### config.mk
export PLATFORM = sky130hd
export DESIGN_NAME = mult_operand_loader
export DESIGN_NICKNAME = d
export VERILOG_FILES = /design/src/rtl/mult_pkg.sv /design/src/rtl/loader_settle_counter.sv /design/src/rtl/mult_operand_loader.sv
export SDC_FILE = /design/constraint.sdc
export NUM_CORES = 1
export LEC_CHECK = 0
export BUFFER_PORTS_ARGS = -buffer_cell sky130_fd_sc_hd__buf_2
export CORE_MARGIN = 10
export CORE_UTILIZATION = 40
export DETAILED_ROUTE_END_ITERATION = 8
export SYNTH_ARGS = -nofsm -noshare
export SYNTH_HDL_FRONTEND = slang
export SYNTH_SLANG_ARGS = --single-unit
export TNS_END_PERCENT = 1
### constraint.sdc
create_clock -name clk -period 2.1 [get_ports clk]
set_input_delay 0.21 -clock clk [delete_from_list [all_inputs] [get_ports clk]]
set_output_delay 0.21 -clock clk [all_outputs]
set_load 0.05 [all_outputs]
### src/rtl/mult_pkg.sv
// Shared definitions for the multiplier operand loader.
// Holds the loader FSM state type, default operand widths, the serial frame
// length helper and the default bit-counter width.
// Build option: MULT_LOADER_PARITY_EN appends one even-parity bit to each frame.
package mult_pkg;

  typedef enum logic [1:0] {
    StIdle,
    StShift,
    StSettle,
    StPresent
  } loader_state_t;

  localparam int unsigned M_W_DEF = 2;
  localparam int unsigned Q_W_DEF = 3;

  // Serial frame length: operand bits, plus a trailing parity bit when enabled.
  function automatic int unsigned frame_len(input int unsigned m_w, input int unsigned q_w);
`ifdef MULT_LOADER_PARITY_EN
    return m_w + q_w + 1;
`else
    return m_w + q_w;
`endif
  endfunction

  localparam int unsigned FRAME_LEN_DEF = frame_len(M_W_DEF, Q_W_DEF);
  localparam int unsigned BIT_CNT_W     = $clog2(FRAME_LEN_DEF + 1);

endpackage

### src/rtl/loader_settle_counter.sv
// Loadable down-counter that times how long operands are held before they are
// declared valid. Counts down to zero and then rests there.
// Ports:
//   clk, rst_n  clock and asynchronous active-low reset
//   load        load load_val this cycle (takes priority over counting)
//   load_val    value to load
//   expire      count is zero
module loader_settle_counter #(
  parameter int unsigned W = 2
) (
  input  logic         clk,
  input  logic         rst_n,
  input  logic         load,
  input  logic [W-1:0] load_val,
  output logic         expire
);

  logic [W-1:0] cnt_q;

  always_ff @(posedge clk or negedge rst_n) begin
    if (!rst_n) begin
      cnt_q <= '0;
    end else if (load) begin
      cnt_q <= load_val;
    end else if (cnt_q != '0) begin
      cnt_q <= cnt_q - W'(1);
    end
  end

  assign expire = (cnt_q == '0);

endmodule

### src/rtl/mult_operand_loader.sv
// Serial operand loader feeding the first row of the array multiplier.
// An LSB-first frame is shifted into an operand register whose low M_W bits
// drive m_out and upper Q_W bits drive q_out. After the last bit the operands
// are held for SETTLE_CYCLES cycles, then op_valid is raised until op_ack.
// Build option: MULT_LOADER_PARITY_EN adds a trailing even-parity bit and the
// frame_err output; a parity mismatch pulses frame_err and drops the frame.
// Ports:
//   clk, rst_n           clock, asynchronous active-low reset
//   start                one-cycle pulse beginning (or restarting) a frame
//   ser_valid, ser_bit   serial input bit and its qualifier
//   ser_ready            a bit is accepted this cycle if ser_valid is high
//   m_out, q_out         operands to the array
//   op_valid, op_ack     product-ready handshake
//   busy                 loader is not idle
//   frame_err            parity error pulse (parity build only)
module mult_operand_loader
  import mult_pkg::*;
#(
  parameter int unsigned M_W           = M_W_DEF,
  parameter int unsigned Q_W           = Q_W_DEF,
  parameter int unsigned SETTLE_CYCLES = 2
) (
  input  logic           clk,
  input  logic           rst_n,
  input  logic           start,
  input  logic           ser_valid,
  input  logic           ser_bit,
  output logic           ser_ready,
  output logic [M_W-1:0] m_out,
  output logic [Q_W-1:0] q_out,
  output logic           op_valid,
  input  logic           op_ack,
  output logic           busy
`ifdef MULT_LOADER_PARITY_EN
  ,
  output logic           frame_err
`endif
);

  localparam int unsigned OP_W  = M_W + Q_W;
  localparam int unsigned FLEN  = frame_len(M_W, Q_W);
  localparam int unsigned CNT_W = $clog2(FLEN + 1);
  localparam int unsigned SET_W = $clog2(SETTLE_CYCLES + 1);

`ifdef MULT_LOADER_PARITY_EN
  localparam bit PARITY_EN = 1'b1;
`else
  localparam bit PARITY_EN = 1'b0;
`endif

  loader_state_t    state_q;
  logic [CNT_W-1:0] bit_cnt_q;
  logic [OP_W-1:0]  op_q;

  logic accept;
  logic last;
  logic par_err;
  logic settle_load;
  logic settle_expire;

  // ser_ready is high exactly in SHIFT; a start in SHIFT restarts and wins over a bit.
  assign accept      = ser_valid & ser_ready & ~start;
  assign last        = (bit_cnt_q == CNT_W'(FLEN - 1));
  // Evaluated on the parity-bit accept: operand bits plus parity must be even.
  assign par_err     = PARITY_EN & ((^op_q) ^ ser_bit);
  assign settle_load = accept & last & ~par_err;

  loader_settle_counter #(
    .W(SET_W)
  ) u_settle (
    .clk     (clk),
    .rst_n   (rst_n),
    .load    (settle_load),
    .load_val(SET_W'(SETTLE_CYCLES - 1)),
    .expire  (settle_expire)
  );

  always_ff @(posedge clk or negedge rst_n) begin
    if (!rst_n) begin
      state_q   <= StIdle;
      bit_cnt_q <= '0;
      op_q      <= '0;
      ser_ready <= 1'b0;
      op_valid  <= 1'b0;
      busy      <= 1'b0;
    end else begin
      unique case (state_q)
        StIdle: begin
          if (start) begin
            state_q   <= StShift;
            bit_cnt_q <= '0;
            ser_ready <= 1'b1;
            busy      <= 1'b1;
          end
        end
        StShift: begin
          if (start) begin
            bit_cnt_q <= '0;
          end else if (accept) begin
            bit_cnt_q <= bit_cnt_q + CNT_W'(1);
            // The trailing parity bit is checked, not stored.
            if (!(PARITY_EN && last)) begin
              op_q <= {ser_bit, op_q[OP_W-1:1]};
            end
            if (last) begin
              ser_ready <= 1'b0;
              if (par_err) begin
                state_q <= StIdle;
                busy    <= 1'b0;
              end else begin
                state_q <= StSettle;
              end
            end
          end
        end
        StSettle: begin
          if (settle_expire) begin
            state_q  <= StPresent;
            op_valid <= 1'b1;
          end
        end
        StPresent: begin
          if (op_ack) begin
            state_q  <= StIdle;
            op_valid <= 1'b0;
            busy     <= 1'b0;
          end
        end
        default: begin
          state_q <= StIdle;
        end
      endcase
    end
  end

`ifdef MULT_LOADER_PARITY_EN
  logic frame_err_q;

  always_ff @(posedge clk or negedge rst_n) begin
    if (!rst_n) begin
      frame_err_q <= 1'b0;
    end else begin
      frame_err_q <= accept & last & par_err;
    end
  end

  assign frame_err = frame_err_q;
`endif

  assign m_out = op_q[M_W-1:0];
  assign q_out = op_q[OP_W-1:M_W];

endmodule

; Word-level counts from Yosys, hierarchy flattened
; Index checks and enable logic that the tools add are counted.
[op_classes]
n_addsub = 2
reduce_logical = 13
n_eq_ne = 11
bitwise = 4
muxes = 22
[op_table]
columns = cell, n
row1 = 2-bit 2-to-1 mux, 8
row2 = "2-bit != test, second input constant", 6
row3 = 3-bit AND reduction, 4
row4 = 2-bit nonzero test, 5
row5 = 3-bit 2-to-1 mux, 3
row6 = 2-bit one-hot mux with 4 select lines, 1
row7 = 1-bit 2-to-1 mux, 6
row8 = 1-bit one-hot mux with 2 select lines, 3
row9 = 3-bit one-hot mux with 2 select lines, 1
row10 = 6-bit AND reduction, 1
row11 = 5-bit AND reduction, 1
row12 = "2-bit == test, second input constant", 2
row13 = 2-bit zero test, 2
row14 = "3-bit by 1-bit adder with 3-bit output, second input constant", 1
row15 = 1-bit bitwise AND, 3
row16 = "3-bit == test, second input constant", 1
row17 = "3-bit != test, second input constant", 1
row18 = "2-bit by 1-bit == test with 1-bit output, second input constant", 1
row19 = "2-bit by 1-bit subtractor with 2-bit output, second input constant", 1
row20 = 1-bit inverter, 1
[totals]
reg_bits = 15
word_cells = 59
inputBits = 6
out_inout_bits = 8

; Longest topological paths before layout
; Gate-level depths: netlist (run 1).
[depth]
depth_word = 5
depth_mapped = 6
ltp_nobuf = 6

; By module
; Synthesis (run 1) repeated with hierarchy kept, for this count alone.
[unflattened]
hier_cells = 77
area_unflattened_um2 = 828.3
[modules_own_cells]
columns = module, seq_area_each_um2, instances, area_each_um2, cells_per_inst
row1 = mult_operand_loader, 325.3, 1, 714.4, 65
row2 = loader_settle_counter, 50.0, 1, 113.9, 12

; Worst setup path after synthesis (run 1)
; Ideal clock, no wire load.
[synth_timing]
kind = reg2reg
from = reg ser_ready
to = reg state_q[1]
setup_ns = 0.125
n_path_buf = 0
t_arrival_ns = 1.553
synth_period_minus_slack_ns = 1.679
t_required_ns = 1.975
slack_ns = 0.421
stages_incl_launch_ff = 4
path_cell_list = dfrtp_1 -> nand4_2 -> a221o_2 -> mux2_4
[synth_via]
elab_chain_cells = 4
[synth_lines]
columns = element, line_no
row1 = "start, declared", mult_operand_loader.sv:28  ; output logic ser_ready,
row2 = "start signal, assigned", mult_operand_loader.sv:83  ; ser_ready <= 1'b0;
row3 = "start signal, assigned", mult_operand_loader.sv:92  ; ser_ready <= 1'b1;
row4 = "start signal, assigned", mult_operand_loader.sv:106  ; ser_ready <= 1'b0;
row5 = 1-bit bitwise AND (2 in series), mult_operand_loader.sv:62  ; assign accept = ser_valid & ser_ready & ~start;
row6 = 2-bit != test (no line), n/a
row7 = 6-bit AND reduction (no line), n/a
row8 = "end signal, assigned", mult_operand_loader.sv:80  ; state_q <= StIdle;
row9 = "end signal, assigned", mult_operand_loader.sv:90  ; state_q <= StShift;
row10 = "end signal, assigned", mult_operand_loader.sv:108  ; state_q <= StIdle;
row11 = "end, declared", mult_operand_loader.sv:51  ; loader_state_t state_q;
; No other way between the ends.
; A chain may end at the register's enable or synchronous reset.

; Final worst setup path (run 1)
[layout_timing]
from = reg state_q[0]
to = reg bit_cnt_q[2]
[layout_via]
elab_chain_cells = 3
word_cells_on_any_way = 7
classes_between = eq/ne (3) / mux (1) / reduce/logical (3)
[layout_lines]
columns = element, line_no
row1 = 2-bit by 1-bit == test with 1-bit output or 2-bit zero test (tied branches), mult_operand_loader.sv:87  ; unique case (state_q)
row2 = "3-bit != test (no line), or another cell as far along", n/a
row3 = 3-bit AND reduction (no line), n/a
row4 = "end signal, assigned", mult_operand_loader.sv:100  ; bit_cnt_q <= bit_cnt_q + CNT_W'(1);
row5 = "end, declared", mult_operand_loader.sv:52  ; logic [CNT_W-1:0] bit_cnt_q;
; Parallel ways exist; a longest one is shown, timed or not.

==> results of run 1 <==
report_power, final:
part / switching (uW) / leakage, uW / internal (uW)
combinational: 24.0 / 0.000318 / 21.2
sequential: 10.5 / 0.000197 / 299
clock: 88.7 / 0.0000150 / 73.6
area by class of cell:
type	instances	share of cell area, %
Tap cell	27	3.50
Multi-Input combinational cell	52	43.6
Clock buffer	4	2.72
Timing Repair Buffer	14	7.78
Inverter	9	3.50
Sequential cell	15	38.9
cell usage in the layout (no fill, tap or decap), types with 2 or more instances in the layout:
cell and count:
buf_2 13, clkbuf_4 3, dfrtp_1 15, ha_1 9
inv_1 9, mux2_2 5, mux2i_1 2, nand2_1 8
nand2b_1 2, nand3_1 2, nor3_1 2, o21ai_0 6
path summary, 6_finish.rpt:
path                                         from                       end  depth (start not counted)
max                        state_q[0]$_DFFE_PN0P_  bit_cnt_q[2]$_DFFE_PN0P_                          6
min                                       ser_bit       op_q[4]$_DFFE_PN0P_                          2
max reg2reg                state_q[0]$_DFFE_PN0P_  bit_cnt_q[2]$_DFFE_PN0P_                          6
min reg2reg                   op_q[0]$_DFFE_PN0P_       op_q[0]$_DFFE_PN0P_                          1
max in group asynchronous                   rst_n       op_q[0]$_DFFE_PN0P_                          2
min in group asynchronous                   rst_n          busy$_DFFE_PN0P_                          2
synth_stat cells, types with 2 or more instances:
cell | number | area share [%]
dfrtp_1 | 15 | 45
ha_1 | 9 | 14
inv_1 | 9 | 4.1
nand2_1 | 8 | 3.6
o21ai_0 | 6 | 3.6
mux2_2 | 5 | 6.8
mux2i_1 | 2 | 2.4
nand2b_1 | 2 | 1.5
nand3_1 | 2 | 1.2
nor3_1 | 2 | 1.2
sequential cells by signal, indices dropped and copies added (netlist names):
| register | cells |
|---|---|
| op_q | 5 |
| bit_cnt_q | 3 |
| state_q | 2 |
| u_settle.cnt_q | 2 |
| busy | 1 |
| op_valid | 1 |
| ser_ready | 1 |
cells by family after synthesis:
logic type | share of synthesized area, %
compound gates | 9.50
xor+xnor | 1.06
fa+ha+maj | 13.6
buf+inv | 4.07
flops | 45.2
mux | 11.0
simple gates | 15.5
critical path, stage by stage (launching register included):
cell	delay, ns
dfrtp_1	0.40
inv_1	0.10
ha_1	0.25
and3b_1	0.23
o22ai_1	0.15
or4b_1	0.49
nand3_1	0.09
stage by stage:
step	instance area, um^2	power, uW	std cells	utilization (%)
5_1_grt	965	553	121	49.2
3_3_place_gp	928	360	116	47.3
3_5_place_dp	928	361	116	47.3
2_1_floorplan	830	340	76	-
4_1_cts	965	528	121	49.2
6_report	965	517	121	49.2
routing by layer:
| metal | vias up | global-route usage, % |
|---|---|---|
| li1 | 295 | - |
| met1 | 283 | 7.75 |
| met2 | 6 | 12.0 |
| met3 | 0 | 2.88 |
| met4 | 0 | 4.28 |
| met5 | - | 0 |
==> reports/results.ini, run 1 <==
[status]
outcome = complete, no violations

[detailed_routing]
wl_per_cell_um = 12.2
avgViaCountPerCell = 4.83
routed_wl_um = 1480
drt-initial-drc-count = 31
met2WireLength_um = 718
route.met3.wl_um = 55
vias = 584
top_layer = met3
ant_nets = 0
drc = 0
m1WireLength_um = 707
firstDrtPassIters = 2

[synth]
synth_edf_count = 0
ys_ff_latch = 15
synthArstFlopShare_pct = 100
yosys.cell_types.count = 26
yosys_warnings = 0
syn-num-nets = 91
postSynthAreaPerCell_um2 = 10.9
syn_inst = 76
synth_area_um2 = 830
ys.flop_type = dfrtp_1
seq_area_frac_synth_pct = 45.2

[place]
port-buffer-count = 13
hpwl_um = 1170
gp_congestion = 0.679
place_ws_ns = 0.356

[job]
cap_violations = 0

[worst_setup_path]
endpoint_kind = register
crit_fanout = 6
required_ns = 2.32
crit_arrival_ns = 1.98
critical_path_class = register to register
critPathLaunchType = register
reg2reg_setup_slack_ns = 0.34

[floorplan]
row_count = 16
die_h_um = 65.5
dieArea_mm2 = 0.00430
start_util_pct = 42.3
io_pins = 14
die_x_um = 65.5
coreArea_mm2 = 0.00196

[clock_network]
insertion_delay_ns = 0.28
clock_path_buffers = 2
cts_resized = 0
cts_sinks = 15
post_cts_buffers = 0
hold_buffers = 1
htree_levels = 1
tritoncts = built
cts_buffers = 3
clkTransAtPathRegs_ns = 0.09
cts-root-buf = clkbuf_4

[hold_path]
min-delay-path-class = input port to register

[grt]
overflow = 0
track_usage_pct = 7.28
grt_pass1_vias = 630
antenna_found_initial = 0
grt_pass1_wl_um = 2510
grt_max_degree = 16

[timing]
setup_tns_ns = 0
max-slew-margin-rel_pct = 73.8
rsz0062_at_grt = false
finClkSkew_ns = 0.00858
min_period_ns = 1.76
hold_viol_final = 0
setup_slack_ns = 0.337
maxSlewViolCount = 0
tightest_slew_ns = 0.393
final.period_utilization_pct = 83.9
finalSetupViolations = 0
hold_slack_ns = 0.156
fmax_mhz = 567

[finish]
nets = 110
nFillCells = 206
antenna_cells = 0
area_growth_pct = 16.3
multi_input_area_um2 = 420
seqCellArea_um2 = 375
drive_above_1_share_pct = 28.7

[pwr]
leakage_uw = 0.000529
power.density_mw_per_mm2 = 536
irDropWorstVdd_mv = 0.340

Power figures use the tool's default switching activity.
==> inputs of run 2 (changes only) <==
- ABC_AREA: unset -> 1
- clock period: 2.1 -> 1.75 ns (I/O delays scaled with it)
==> run 2 against run 1 <==
Net effect:
- non-clock buffer count is the same
- synthesized cell count grew 41%
- synthesized area grew 2.4%
- hold slack lost 0.030 ns
- first-iteration DRC count shrank 45%
- design area grew 2.2%
==> reports/results.ini, run 2 <==
[finish]
seqCellArea_um2 = 375
antenna_cells = 0
mostFrequentLayoutCell = nand2_1
reg_top3 = op_q: 5 flops, bit_cnt_q: 3 flops
regMostFlops = op_q
mostFrequentLayoutCells = 31 x nand2_1, 20 x inv_1, 15 x dfrtp_1
drive_above_1_share_pct = 18.4
area_growth_pct = 16.1
nFillCells = 182
largest_reg_flops = 5
final_util_pct = 49.7
multi_input_area_um2 = 399
nets = 141

[timing]
hold_viol_final = 0
rsz0062_at_grt = false
max-slew-margin-rel_pct = 77.5
fmax_mhz = 670
finClkSkew_ns = 0.00809
min_period_ns = 1.49
final.period_utilization_pct = 85.3
setup_tns_ns = 0
finalSetupViolations = 0
tightest_slew_ns = 0.337
maxSlewViolCount = 0

[synth]
synthArstFlopShare_pct = 100
synth_compound_area_share_pct = 9.43
postSynthAreaPerCell_um2 = 7.94
synthSimpleGateAreaFrac_pct = 24.3
ys.flop_type = dfrtp_1
ys_ff_latch = 15
syn_inst = 107
synth_top_cells_by_area = dfrtp_1 44%, nand2_1 14%, ha_1 13%
synth-xor-area-share_pct = 0
synth_area_um2 = 850
synth_edf_count = 0
yosysMostFrequentCell = nand2_1
synth_top_area_share_pct = 44.2
syn-num-nets = 122
synth-adder-area-share_pct = 13.3
synth_commonest_cells = 31 x nand2_1, 20 x inv_1, 15 x dfrtp_1
seq_area_frac_synth_pct = 44.2
synthMuxAreaShare_pct = 0
synth_area_leader_cell = dfrtp_1
yosys.cell_types.count = 15
yosys_warnings = 0
synth_top_family_by_area = simple AND/OR/NAND/NOR gates

[worst_setup_path]
crit_fanout = 9
worst_path_largest_cell_delay_ns = 0.43
crit_family = simple AND/OR/NAND/NOR gates
endpoint_kind = register
path_buf_inv = 2
required_ns = 1.94
rr_startpoint = state_q[1]$_DFFE_PN0P_
crit_arrival_ns = 1.68
critical_path_class = register to register
critPathLaunchType = register
r2r_cells = 7
cp_cell_sequence = inv_1, ha_1, inv_1, nor2_1, nand2_2, nor2_1, a21oi_1
reg2reg_setup_slack_ns = 0.26
cp_slowest_cell = dfrtp_1
r2r-end = op_q[2]$_DFFE_PN0P_

[detailed_routing]
drt-initial-drc-count = 17
routed_wl_um = 1580
ant_nets = 0
firstDrtPassIters = 6
wl_per_cell_um = 10.4
vias = 685
drc = 0
avgViaCountPerCell = 4.51

[clock_network]
cts_sinks = 15
htree_levels = 1
tritoncts = built
clkTransAtPathRegs_ns = 0.10
cts_buffers = 3
insertion_delay_ns = 0.30
cts-root-buf = clkbuf_4
clock_path_buffers = 2

[hold_path]
min_from = ser_bit
whs_path_depth = 3
min-delay-path-class = input port to register
min_to = op_q[4]$_DFFE_PN0P_

[job]
cap_violations = 0

[floorplan]
coreArea_mm2 = 0.00198
dieArea_mm2 = 0.00437
die_x_um = 66.1
start_util_pct = 42.9
die_h_um = 66.1
io_pins = 14
row_count = 16

[pwr]
leakage_uw = 0.000563
p_int_uw = 906
pwr-share-clk_pct = 10.9
power.density_mw_per_mm2 = 1910
switching_power_uw = 981
seqPwrFrac_pct = 31.5
power_frac_comb_pct = 57.6
irDropWorstVdd_mv = 0.925
switching_share_pct = 52.0

[place]
port-buffer-count = 13
hpwl_um = 1240
gp_congestion = 0.784

[grt]
overflow = 0
track_usage_pct = 8.71
grt_pass1_vias = 661
grt_max_degree = 16
antenna_found_initial = 0
grt_pass1_wl_um = 2970

[status]
outcome = complete, no violations

## run 2: metrics by stage
| step | hold WS, ns | cell area, um^2 | power [uW] | worst slack, ns | std cells |
|---|---|---|---|---|---|
| global route | 0.152 | 986 | 2090 | 0.0515 | 152 |
| detailed placement | 0.101 | 948 | 1700 | 0.267 | 147 |
| floorplan | -0.121 | 850 | 1450 | 0.376 | 107 |
| CTS | 0.117 | 986 | 1910 | 0.246 | 152 |
| finish | 0.126 | 986 | 1890 | 0.258 | 152 |
| global placement | 0.0981 | 948 | 1680 | 0.333 | 147 |
## run 2: cell type report
| class | count | share of cell area [%] |
|---|---|---|
| clock buffer | 3 | 2.28 |
| clock inverter | 1 | 0.508 |
| inverter | 20 | 7.61 |
| multi-input combinational | 72 | 40.5 |
| sequential | 15 | 38.1 |
| tap | 27 | 3.43 |
| timing repair buffer | 14 | 7.61 |
## run 2: tightest hold or removal path: cells and delay by family
| family | cells | cell delay (ns) |
|---|---|---|
| and+or+nand+nor | 1 | 0.03 |
| AOI/OAI and AO/OA | 1 | 0.10 |
| buffers and inverters | 1 | 0.08 |
## run 2: how the worst max path moves through the flow
stage                                 startpoint  slack (ns)  cells past startpoint                endpoint
after floorplan            ser_ready$_DFFE_PN0P_        0.38                      7  state_q[0]$_DFFE_PN0P_
after global routing      state_q[1]$_DFFE_PN0P_        0.05                      6     op_q[1]$_DFFE_PN0P_
after CTS                 state_q[1]$_DFFE_PN0P_        0.25                      7     op_q[2]$_DFFE_PN0P_
final                     state_q[1]$_DFFE_PN0P_        0.26                      7     op_q[2]$_DFFE_PN0P_
after detailed placement  state_q[1]$_DFFE_PN0P_        0.27                      7     op_q[3]$_DFFE_PN0P_
after global placement    state_q[1]$_DFFE_PN0P_        0.33                      7     op_q[1]$_DFFE_PN0P_
## run 2: routing by layer
layer	vias up	wire [um]	GRT usage [%]
met3	5	70	3.05
met1	302	773	11.6
met4	0	49	5.50
li1	366	-	-
met2	12	686	11.5
met5	-	0	0
## run 2: what timing repair did
item	4_1_cts	5_1_grt
hold buffers	1	0
hold endpoints to repair	15	0
gates resized for setup	0	0
buffers inserted	0	0
## run 2: cell families after synthesis
| group | Yosys count |
|---|---|
| adder cells (fa/ha/maj) | 9 |
| AO/OA/AOI/OAI | 14 |
| buffers and inverters | 20 |
| flip-flops | 15 |
| AND/OR/NAND/NOR | 49 |
## run 2: power groups by stage
stage	logic [uW]	clock network [uW]	registers, uW
global placement	1080	0	597
CTS	1100	217	597
finish	1090	207	594
global route	1240	231	617
detailed placement	1090	0	604
floorplan	555	0	897
